### src/rtl/ram_port_arbiter_pkg.sv
// Shared types and constants for the two-port data RAM arbiter.
package ram_arb_pkg;

  // Requester identities; also used as the round-robin pointer value.
  typedef enum logic {
    PORT_CPU = 1'b0,
    PORT_AUX = 1'b1
  } port_e;

  // Arbitration policy selector values for PRIO_MODE.
  localparam int PRIO_RR    = 0;
  localparam int PRIO_FIXED = 1;

endpackage

### src/rtl/ram_port_arbiter_if.sv
// Requester-side bundle of the RAM port arbiter.
// Handshake: a requester raises reqN with weN/addrN/wdataN and holds them
// stable until gntN is seen; gntN is a one-cycle pulse meaning the access was
// put on the RAM port in that cycle. reqN still high during gntN is a new
// request. rvalidN marks the cycle in which rdata belongs to port N.
interface ram_port_arbiter_if #(
  parameter int DATA_WIDTH = 4,
  parameter int ADDR_WIDTH = 8
);
  logic                  req0;
  logic                  req1;
  logic                  we0;
  logic                  we1;
  logic [ADDR_WIDTH-1:0] addr0;
  logic [ADDR_WIDTH-1:0] addr1;
  logic [DATA_WIDTH-1:0] wdata0;
  logic [DATA_WIDTH-1:0] wdata1;
  logic                  gnt0;
  logic                  gnt1;
  logic                  rvalid0;
  logic                  rvalid1;
  logic [DATA_WIDTH-1:0] rdata;

  modport master (
    output req0, req1, we0, we1, addr0, addr1, wdata0, wdata1,
    input  gnt0, gnt1, rvalid0, rvalid1, rdata
  );

  modport slave (
    input  req0, req1, we0, we1, addr0, addr1, wdata0, wdata1,
    output gnt0, gnt1, rvalid0, rvalid1, rdata
  );
endinterface

### src/rtl/rr_arb2.sv
// Combinational two-way picker: round-robin against the last granted port,
// or fixed priority to port 0.
module rr_arb2
  import ram_arb_pkg::*;
(
  input  logic       req0_i,
  input  logic       req1_i,
  input  port_e      last_grant_i,
  input  logic       prio_fixed_i,
  output logic [1:0] grant_o
);

  // Pick at most one winner; on contention favour the port not served last.
  always_comb begin
    grant_o = 2'b00;
    if (req0_i && req1_i) begin
      if (prio_fixed_i || (last_grant_i == PORT_AUX)) grant_o = 2'b01;
      else                                            grant_o = 2'b10;
    end else if (req0_i) begin
      grant_o = 2'b01;
    end else if (req1_i) begin
      grant_o = 2'b10;
    end
  end

endmodule

### src/rtl/ram_port_arbiter.sv
// Shares a single-port data RAM between the CPU datapath (port 0) and the
// loader/debug port (port 1). The winner is registered onto the RAM port,
// a grant pulse follows one cycle after the request and read data two cycles.
module ram_port_arbiter
  import ram_arb_pkg::*;
#(
  parameter int DATA_WIDTH = 4,
  parameter int ADDR_WIDTH = 8,
  parameter int PRIO_MODE  = PRIO_RR
) (
  input  logic                  clk,
  input  logic                  rst_n,
  ram_port_arbiter_if.slave     bus,
  output logic                  ram_wr_en,
  output logic [ADDR_WIDTH-1:0] ram_addr,
  output logic [DATA_WIDTH-1:0] ram_w_data,
  input  logic [DATA_WIDTH-1:0] ram_r_data
);

  logic [1:0]            grant;
  logic [1:0]            gnt_q, gnt_d;
  logic [1:0]            rvalid_q, rvalid_d;
  logic                  wr_en_q, wr_en_d;
  logic [ADDR_WIDTH-1:0] addr_q, addr_d;
  logic [DATA_WIDTH-1:0] wdata_q, wdata_d;
  port_e                 last_q, last_d;

  rr_arb2 u_pick (
    .req0_i       (bus.req0),
    .req1_i       (bus.req1),
    .last_grant_i (last_q),
    .prio_fixed_i (PRIO_MODE == PRIO_FIXED),
    .grant_o      (grant)
  );

  // Next-state: load the winner onto the RAM port; idle keeps addr/data.
  // A read issued on the RAM port this cycle becomes rvalid next cycle.
  always_comb begin
    gnt_d    = grant;
    wr_en_d  = 1'b0;
    addr_d   = addr_q;
    wdata_d  = wdata_q;
    last_d   = last_q;
    rvalid_d = gnt_q & {2{~wr_en_q}};
    if (grant[0]) begin
      wr_en_d = bus.we0;
      addr_d  = bus.addr0;
      wdata_d = bus.wdata0;
      last_d  = PORT_CPU;
    end else if (grant[1]) begin
      wr_en_d = bus.we1;
      addr_d  = bus.addr1;
      wdata_d = bus.wdata1;
      last_d  = PORT_AUX;
    end
  end

  // State registers; reset drops in-flight reads and points RR at port 0.
  always_ff @(posedge clk or negedge rst_n) begin
    if (!rst_n) begin
      gnt_q    <= 2'b00;
      rvalid_q <= 2'b00;
      wr_en_q  <= 1'b0;
      addr_q   <= '0;
      wdata_q  <= '0;
      last_q   <= PORT_AUX;
    end else begin
      gnt_q    <= gnt_d;
      rvalid_q <= rvalid_d;
      wr_en_q  <= wr_en_d;
      addr_q   <= addr_d;
      wdata_q  <= wdata_d;
      last_q   <= last_d;
    end
  end

  assign bus.gnt0    = gnt_q[0];
  assign bus.gnt1    = gnt_q[1];
  assign bus.rvalid0 = rvalid_q[0];
  assign bus.rvalid1 = rvalid_q[1];
  assign bus.rdata   = ram_r_data;
  assign ram_wr_en   = wr_en_q;
  assign ram_addr    = addr_q;
  assign ram_w_data  = wdata_q;

endmodule

### src/flat_wrapper.sv
// flat-port wrapper written by rule: the top's interface ports become plain ports
module ram_port_arbiter_flat import ram_arb_pkg::*;
#(
  parameter int DATA_WIDTH = 4,
  parameter int ADDR_WIDTH = 8,
  parameter int PRIO_MODE  = PRIO_RR
)
  (clk, rst_n, ram_wr_en, ram_addr, ram_w_data, ram_r_data, bus_req0, bus_req1, bus_we0, bus_we1, bus_addr0, bus_addr1, bus_wdata0, bus_wdata1, bus_gnt0, bus_gnt1, bus_rvalid0, bus_rvalid1, bus_rdata);
  ram_port_arbiter_if #(.DATA_WIDTH(DATA_WIDTH), .ADDR_WIDTH(ADDR_WIDTH)) bus_i ();
  input  logic clk;
  input  logic rst_n;
  output logic ram_wr_en;
  output logic [ADDR_WIDTH-1:0] ram_addr;
  output logic [DATA_WIDTH-1:0] ram_w_data;
  input  logic [DATA_WIDTH-1:0] ram_r_data;
  input wire logic [$bits(bus_i.req0)-1:0] bus_req0;
  input wire logic [$bits(bus_i.req1)-1:0] bus_req1;
  input wire logic [$bits(bus_i.we0)-1:0] bus_we0;
  input wire logic [$bits(bus_i.we1)-1:0] bus_we1;
  input wire logic [$bits(bus_i.addr0)-1:0] bus_addr0;
  input wire logic [$bits(bus_i.addr1)-1:0] bus_addr1;
  input wire logic [$bits(bus_i.wdata0)-1:0] bus_wdata0;
  input wire logic [$bits(bus_i.wdata1)-1:0] bus_wdata1;
  output wire logic [$bits(bus_i.gnt0)-1:0] bus_gnt0;
  output wire logic [$bits(bus_i.gnt1)-1:0] bus_gnt1;
  output wire logic [$bits(bus_i.rvalid0)-1:0] bus_rvalid0;
  output wire logic [$bits(bus_i.rvalid1)-1:0] bus_rvalid1;
  output wire logic [$bits(bus_i.rdata)-1:0] bus_rdata;
  assign bus_i.req0 = bus_req0;
  assign bus_i.req1 = bus_req1;
  assign bus_i.we0 = bus_we0;
  assign bus_i.we1 = bus_we1;
  assign bus_i.addr0 = bus_addr0;
  assign bus_i.addr1 = bus_addr1;
  assign bus_i.wdata0 = bus_wdata0;
  assign bus_i.wdata1 = bus_wdata1;
  assign bus_gnt0 = bus_i.gnt0;
  assign bus_gnt1 = bus_i.gnt1;
  assign bus_rvalid0 = bus_i.rvalid0;
  assign bus_rvalid1 = bus_i.rvalid1;
  assign bus_rdata = bus_i.rdata;
  ram_port_arbiter #(.DATA_WIDTH(DATA_WIDTH), .ADDR_WIDTH(ADDR_WIDTH), .PRIO_MODE(PRIO_MODE)) u_core (.clk(clk), .rst_n(rst_n), .bus(bus_i), .ram_wr_en(ram_wr_en), .ram_addr(ram_addr), .ram_w_data(ram_w_data), .ram_r_data(ram_r_data));
endmodule
### config.mk
export PLATFORM = sky130hd
export DESIGN_NAME = ram_port_arbiter_flat
export DESIGN_NICKNAME = d
export VERILOG_FILES = /design/src/rtl/ram_port_arbiter_pkg.sv /design/src/rtl/ram_port_arbiter_if.sv /design/src/rtl/rr_arb2.sv /design/src/rtl/ram_port_arbiter.sv /design/src/flat_wrapper.sv
export SDC_FILE = /design/constraint.sdc
export NUM_CORES = 1
export LEC_CHECK = 0
export CAP_MARGIN = 20
export CORE_UTILIZATION = 32
export CTS_BUF_LIST = sky130_fd_sc_hd__clkbuf_4 sky130_fd_sc_hd__clkbuf_8
export DETAILED_ROUTE_END_ITERATION = 16
export MAX_ROUTING_LAYER = met4
export PLACE_DENSITY = 0.81
export SLEW_MARGIN = 0
export SYNTH_ARGS = -nofsm -noshare
export SYNTH_HDL_FRONTEND = slang
export SYNTH_HIERARCHICAL = 1
export SYNTH_SLANG_ARGS = --single-unit
### constraint.sdc
create_clock -name clk -period 1.6 [get_ports clk]
set_clock_uncertainty 0.15 [all_clocks]
set_input_delay 0.32 -clock clk [delete_from_list [all_inputs] [get_ports clk]]
set_output_delay 0.32 -clock clk [all_outputs]
set_load 0.01 [all_outputs]
-- Word-level counts from Yosys, hierarchy flattened
Index checks and enable logic that the tools add are counted.
- add/sub/neg operators: 0
- $mul: 0
- div/mod/pow operators: 0
- $lt $le $gt $ge: 0
- equal/unequal tests: 0
- shift operators: 0
- multiplexer cells: 12
- bitwise gates (word level): 2
- reduce and logical (&&, ||, !) cells: 2
- operators by type and width (cell ; number):
    $mux 8 ; 2
    $mux 2 ; 4
    $mux 4 ; 2
    $mux 1 ; 4
    $and 2x2->2 ; 1
    $reduce_bool 2->1 ; 1
    $logic_and 1x1->1 ; 1
    $not 1->1 ; 1
- flip-flop bits (word level): 18
- bits in latches: 0
- memory bits (writable): 0
- ROM bits: 0
- input port bits: 34
- memories: 0

-- Longest topological paths before layout
- depth after elaboration: 5
- depth in mapped cells: 6
- gate-level depth less buffers: 4

-- By module
The synthesis kept the hierarchy.
- modules (own cells, without submodules) (module ; instances ; cells an instance ; area an instance (um^2)):
    ram_port_arbiter ; 1 ; 71 ; 789.5
    rr_arb2 ; 1 ; 4 ; 22.5

-- Worst setup path after synthesis
OpenSTA, ideal clock, no wires.
- path kind: flip-flop to flip-flop
- start: register u_core.last_q
- end: register u_core.addr_q[0], in the netlist u_core/ram_addr[0]
- arrival: 1.191 ns
- slack: 0.136 ns
- cell stages (with the launch flop): 7
- path buffers: 2
- period minus slack after synthesis: 1.464 ns
- path through: dfstp_2 > o21ai_1 > and2_1 > buf_6 > buf_12 > mux2i_1 > o21ai_1
- cells in the longest elaborated chain, start to end: 3
- elaborated cells on any way between the ends: 4
- classes of those cells: mux: 3; reduce/logical: 1
- ends and longest elaborated chain (item ; RTL line ; text):
    start, declared ; ram_port_arbiter.sv:26 ; port_e last_q, last_d;
    start signal, assigned ; ram_port_arbiter.sv:73 ; last_q <= last_d;
    $mux 2 ; rr_arb2.sv:17 ; if (prio_fixed_i || (last_grant_i == PORT_AUX)) grant_o = 2'b01;
    $mux 2 ; rr_arb2.sv:16 ; if (req0_i && req1_i) begin
    named net u_core.gnt_d[1] ; ram_port_arbiter.sv:21 ; logic [1:0] gnt_q, gnt_d;
    $reduce_bool 2->1 (no line) ; n/a ;
    end signal, assigned ; ram_port_arbiter.sv:71 ; addr_q <= addr_d;
    end, declared ; ram_port_arbiter.sv:24 ; logic [ADDR_WIDTH-1:0] addr_q, addr_d;
The timed path passes the listed nets, and every way through them passes these cells.
A chain may end at the register's enable or synchronous reset.

-- Worst setup path in the final report
- start: register u_core.last_q
- end: register u_core.addr_q[3], in the netlist u_core/ram_addr[3]
The elaborated chain is that of the path after synthesis.

==> key figures <==
Finish
  • Layout Area Growth over Synthesis: 59.63%
  • Core Util, Final: 0.5643
  • Layout cell share with drive strength beyond 1: 0.08264
  • Antenna Cells: 0
  • NumNets Final: 156
  • Post-Layout Cell Count: 149

Critical path
  • Startpoint types: register
  • Worst reg2reg path endpoint: u_core/ram_addr[3]
  • Critical Path RT: 1.64 ns
  • Worst R2R Start: u_core/last_q
  • Crit-path leading delay family: flip-flops
  • Worst reg-to-reg path cell count: 5
  • Setup Crit Path Kind: register to register
  • Slowest-stage cell, CP: dfstp_2
  • CP peak stage delay: 0.56 ns
  • Worst Setup End Kind: register
  • Worst path buffer plus inverter count: 1
  • CP arrival: 1.53 ns
  • WP depth: 5
  • Cells along the critical path: o21ai_1 -> and2_1 -> buf_12 -> mux2i_1 -> o21ai_0
  • R2R Setup Slk: 0.11 ns
  • Max FO, Critical Path: 15

Detailed routing
  • Via count: 661
  • DRC viols: 0
  • Wire per inst: 11.60 um
  • Starting DRT DRC Count: 0
  • Drt total wl: 1729 um
  • DR vias/cell: 4.436
  • Pre-antenna DRT Iters: 1
  • Final ANT Viol Nets: 0

Synthesis
  • Compound-gate portion of the synthesized area: 0.09553
  • Post-synth cell types: 15
  • Adder-cell share of the synthesized area: 0
  • Mapped Cells: 75
  • Seq/Total Area, Yosys: 0.5562
  • Synth Area in Simple Gates: 0.1017
  • Cell area after synthesis: 812.0 um2
  • FF+latch count, synth: 18
  • Synth Area in XOR/XNOR: 0
  • Largest family of logic cells by synthesized area: multiplexers
  • Syn Area/Cell: 10.83 um2
  • Mux cell area share after synthesis: 0.1479
  • Yosys synthesis warning count: 6

Die
  • Row count: 17
  • Initial cell density of the core: 0.3535
  • Area of the core: 2297 um2
  • Top-level I/O count: 55
  • Die W: 52.38 um
  • Die area: 2743 um2
  • Die Y: 52.38 um

Clock tree
  • CTS sink cnt: 18
  • Clock transition at the registers of the reported paths: 0.10 ns
  • CTS Root Cell: clkbuf_4
  • Cts bufs inserted: 3
  • CTS tree: done
  • Clk_lat worst skew: 0.28 ns
  • CTS Hold Bufs: 0
  • CTS max path bufs: 2
  • Postcts setup bufs: 0
  • H-tree depth: 1

Placed design
  • Port Buffers: 46
  • Routability Congestion: 0.7409
  • Inst Count DP: 145
  • Hpwl dp: 1361 um

STA
  • Final Hold Vio Count: 0
  • Unrepaired setup endpoints after global routing: false
  • Final min period: 1.494 ns
  • Final period util: 0.9337
  • Slew Limit Fails: 0
  • Number of endpoints failing setup at the final stage: 0
  • Max frequency: 0.6694 GHz

Power
  • Total power: 1.085 mW
  • Peak supply drop: 0.0004629 V
  • Leak pwr: 0.5997 nW
  • Power per cell area: 836.8 nW/um2

Global routing
  • Total track usage: 0.1440
  • Initial antenna violation count: 0
  • Gr ovfl total: 0
  • Largest net degree at the start of global routing: 19
  • Vias in the first global route: 667
  • Wire length of the first global-routing pass: 2766 um

Min path
  • Worst min-delay path category: input port to asynchronous set/reset pin

Run status
  • Status: finished, final reports clean

Flow run
  • MaxCap Viol Count: 0
[area by class of cell]
cell class,count,area (um2)
Fill cell,228,1001
Multi-Input combinational cell,49,291.5
Sequential cell,18,451.7
Tap cell,28,35.03
Timing Repair Buffer,50,481.7
Clock buffer,4,36.28
[cell usage in the layout (no fill, tap or decap)]
| master | netlist | routed |
|---|---|---|
| clkbuf_4 | 0 | 3 |
| dlygate4sd2_1 | 0 | 17 |
| buf_4 | 4 | 3 |
| clkdlybuf4s50_1 | 0 | 29 |
| buf_12 | 1 | 1 |
| and2_1 | 1 | 1 |
| dfrtp_1 | 17 | 17 |
| nor2b_1 | 2 | 2 |
| nor2_1 | 3 | 3 |
| dfstp_2 | 1 | 1 |
| o21ai_0 | 4 | 4 |
| nand2_1 | 14 | 14 |
| o21ai_1 | 10 | 10 |
| clkbuf_8 | 0 | 1 |
| a21boi_2 | 0 | 1 |
| conb_1 | 1 | 2 |
| mux2i_1 | 12 | 12 |
[through the flow]
step,setup TNS (ns),hold WS [ns],cell area (um2),setup slack (ns)
2_1_floorplan,0,-0.1256,815.8,0.1360
3_3_place_gp,-0.9066,0.2994,1281,-0.08528
3_5_place_dp,-1.399,0.3214,1281,-0.1394
4_1_cts,0,0.2158,1296,0.1034
5_1_grt,0,0.2271,1296,0.01533
6_report,0,0.2138,1296,0.1061
[state kept, by name, indices dropped and copies added (netlist names)]
signal and cells:
u_core/last_q 1, u_core/ram_wr_en 1, u_core/ram_addr 8, u_core/rvalid_q 2
u_core/ram_w_data 4, u_core/gnt_q 2
[synthesized netlist by cell type]
master / count / share of area
buf_2: 3 / 0.018
and2_1: 1 / 0.0077
nor2_1: 3 / 0.014
nand2_1: 14 / 0.065
buf_6: 1 / 0.014
conb_1: 1 / 0.0046
o21ai_0: 4 / 0.025
o21ai_1: 10 / 0.062
nor2b_1: 2 / 0.015
a21boi_1: 1 / 0.0092
dfstp_2: 1 / 0.032
buf_12: 1 / 0.025
buf_4: 4 / 0.037
dfrtp_1: 17 / 0.52
mux2i_1: 12 / 0.15
[repair_timing]
item	CTS	global route
gates resized for setup	17	0
endpoints found under the setup margin	17	0
hold endpoints to repair	0	0
[cells by family after synthesis]
family / count (synthesis)
mux: 12
compound gates: 15
simple gates: 20
other cells: 1
flops: 18
buf+inv: 9
[routing by layer]
metal  global-route usage  up-vias  share of wire
met5                    -        -              0
met4              0.05702        0         0.0098
li1                     -      335              -
met3              0.04638        2           0.11
met1               0.1473      293           0.40
met2               0.2532       31           0.47
[how the worst max path moves through the flow]
| stage | start | endpoint | slack, ns |
|---|---|---|---|
| 2_1_floorplan | u_core/last_q | u_core/ram_addr[0] | 0.14 |
| 3_3_place_gp | bus_req1 | u_core/ram_w_data[1] | -0.09 |
| 3_5_place_dp | bus_req0 | u_core/ram_addr[3] | -0.14 |
| 4_1_cts | u_core/last_q | u_core/ram_addr[3] | 0.10 |
| 5_1_grt | u_core/last_q | u_core/ram_addr[3] | 0.02 |
| 6_report | u_core/last_q | u_core/ram_addr[3] | 0.11 |
[power by group]
group / internal (mW) / switching [mW]
clock network: 0.138 / 0.127
registers: 0.510 / 0.0262
logic: 0.165 / 0.118
[worst reg2reg max path: cells and delay by family (launching register included)]
family | cells | cell delay, ns
flip-flops | 1 | 0.56
AO/OA/AOI/OAI | 2 | 0.25
buffers and inverters | 1 | 0.16
AND/OR/NAND/NOR | 1 | 0.18
multiplexers | 1 | 0.11
(Power assumes the default switching activity.)
==> RTL change: new RTL, same flow settings <==
`DATA_WIDTH` is set to 4 in 3 places; all go to 5.
--- a/src/rtl/ram_port_arbiter_if.sv
+++ b/src/rtl/ram_port_arbiter_if.sv
@@ -5,5 +5,5 @@
 // request. rvalidN marks the cycle in which rdata belongs to port N.
 interface ram_port_arbiter_if #(
-  parameter int DATA_WIDTH = 4,
+  parameter int DATA_WIDTH = 5,
   parameter int ADDR_WIDTH = 8
 );
--- a/src/rtl/ram_port_arbiter.sv
+++ b/src/rtl/ram_port_arbiter.sv
@@ -5,5 +5,5 @@
   import ram_arb_pkg::*;
 #(
-  parameter int DATA_WIDTH = 4,
+  parameter int DATA_WIDTH = 5,
   parameter int ADDR_WIDTH = 8,
   parameter int PRIO_MODE  = PRIO_RR
--- a/src/flat_wrapper.sv
+++ b/src/flat_wrapper.sv
@@ -2,5 +2,5 @@
 module ram_port_arbiter_flat import ram_arb_pkg::*;
 #(
-  parameter int DATA_WIDTH = 4,
+  parameter int DATA_WIDTH = 5,
   parameter int ADDR_WIDTH = 8,
   parameter int PRIO_MODE  = PRIO_RR
Interface: changed (5 resized); port bits go from 55 to 60. The function was not compared with the original's and may differ.
==> RTL change against the original RTL <==
- critical path depth stayed put
- wire length is 10% higher
- global-route usage is 0.69 points higher
- synthesized cell count is 6.7% higher
- total power is 1.7% higher
- area after synthesis is 6.5% higher
- final area is 4.7% higher
- clock power is 11% lower
- first-iteration DRC count is 6 higher
- sequential share of layout area is 0.27 points higher
- fmax is 2.2% higher
- worst setup slack better by 0.032 ns
- sequential cell count is 1 higher
==> RTL change: results (changes against the original RTL) <==
metric;value;unit;change
fmax;684;MHz;+2.2%
largest_reg_flops;8;;unchanged
wl_met1;782;um;+12%
clock_path_buffers;2;;unchanged
grt_pass1_wl;2990;um;+8.2%
first_pass_iters;4;;+3
port_buffers;49;;+6.5%
grt_max_degree;20;;+1
cp-endpoint;u_core/ram_addr[7];;
vdd_ir_drop_max;0.505;mV;+9.2%
hp-class;in2async;;
drive_above_1_share;8.53;%;+0.26 points
synth_commonest_cells;dfrtp_1 (18), nand2_1 (15), mux2i_1 (13);;
synth_cell_types;16;;+1
cts_buffers;3;;unchanged
whs;0.205;ns;-0.00884 ns
p_leak;0.631;nW;+5.2%
place_ws;-0.152;ns;-0.0128 ns
grt_use_total;15.1;%;+0.69 points
yosysSeqAreaShare;55.1;%;-0.49 points
synth_area_leaders;dfrtp_1 (52%), mux2i_1 (15%), nand2_1 (6.5%);;
avgSynthCellArea;10.8;um2;-0.18%
dr_wl_met3;211;um;+8.8%
clk_pin_slew;0.11;ns;
drtIter0Drc;6;;+6
synth_compound_area_share;9.55;%;about the same
placedCellCount;155;;+6.9%
antenna_found_initial;0;;unchanged
critPathArrivalTime;1.50;ns;-0.03 ns
fillers;244;;+7.0%
grt_pass1_vias;698;;+4.6%
clock-root-buffer;clkbuf_4;;
startpoint;u_core/last_q;;
switching_share;27.0;%;+2.0 points
wl_per_cell;12.0;um;+3.4%
topRoutingLayerUsed;met4;;
gp_congestion;0.693;;-6.4%
place_hpwl;1470;um;+7.9%
synthMuxAreaShare;15.1;%;+0.26 points
clk_latency;0.29;ns;
yosysWarnings;6;;unchanged
crit_fanout;10;;-5
outcome;completed;;
dpl_cell_area;0.00135;mm2;+5.6%
antennaDiodeCount;0;;unchanged
nets;167;;+7.1%
synth_top_area_cell;dfrtp_1;;
worst_r2r_path_depth;5;;unchanged
vias;738;;+12%
synthAdderAreaFrac;0;%;unchanged
slowest_delay;0.55;ns;
route.met2.wl;898;um;+9.8%
wirelength;1910;um;+10%
-- RTL change: cell types whose count changed in the layout (fill, tap and decap cells not counted), sizes merged --
cell,change
buf,+1
clkbuf,-1
dlygate4sd2,+1
dfrtp,+1
mux2i,+1
clkdlybuf4s50,+2
clkinv,+1
nand2,+1
o21ai,+1
-- RTL change: power by group through the flow --
| stage | clock, mW | sequential, mW | combinational (mW) |
|---|---|---|---|
| floorplan | 0 | 0.602 | 0.119 |
| detailed placement | 0 | 0.577 | 0.344 |
| global route | 0.271 | 0.574 | 0.331 |
| finish | 0.236 | 0.565 | 0.302 |
| global placement | 0 | 0.576 | 0.336 |
| CTS | 0.253 | 0.566 | 0.307 |
-- RTL change: logic make-up (layout without fill, tap and decap cells) --
family          after synthesis  in the layout
buf+inv                      10             58
flops                        19             19
other cells                   1              2
compound gates               16             16
mux                          13             13
simple gates                 21             21
-- RTL change: repair_timing --
item                                    CTS  global route
gates resized for setup                  18             0
endpoints found under the setup margin   18             0
setup buffers                             0             0
-- RTL change: final cells by class --
cell class / count / area [um2] / area share, %
repair buffers: 54 / 505 / 37.2
multi-input cells: 52 / 310 / 22.9
flip-flops and latches: 19 / 477 / 35.1
well taps: 30 / 37.5 / 2.76
clock buffers: 3 / 22.5 / 1.66
clock inverters: 1 / 5.00 / 0.369
-- RTL change: layer usage --
metal  track usage, %  vias to the layer above
met5                -                        -
met4             7.69                        0
met3             4.24                        6
met2             25.7                       32
met1             15.8                      343
li1                 -                      357
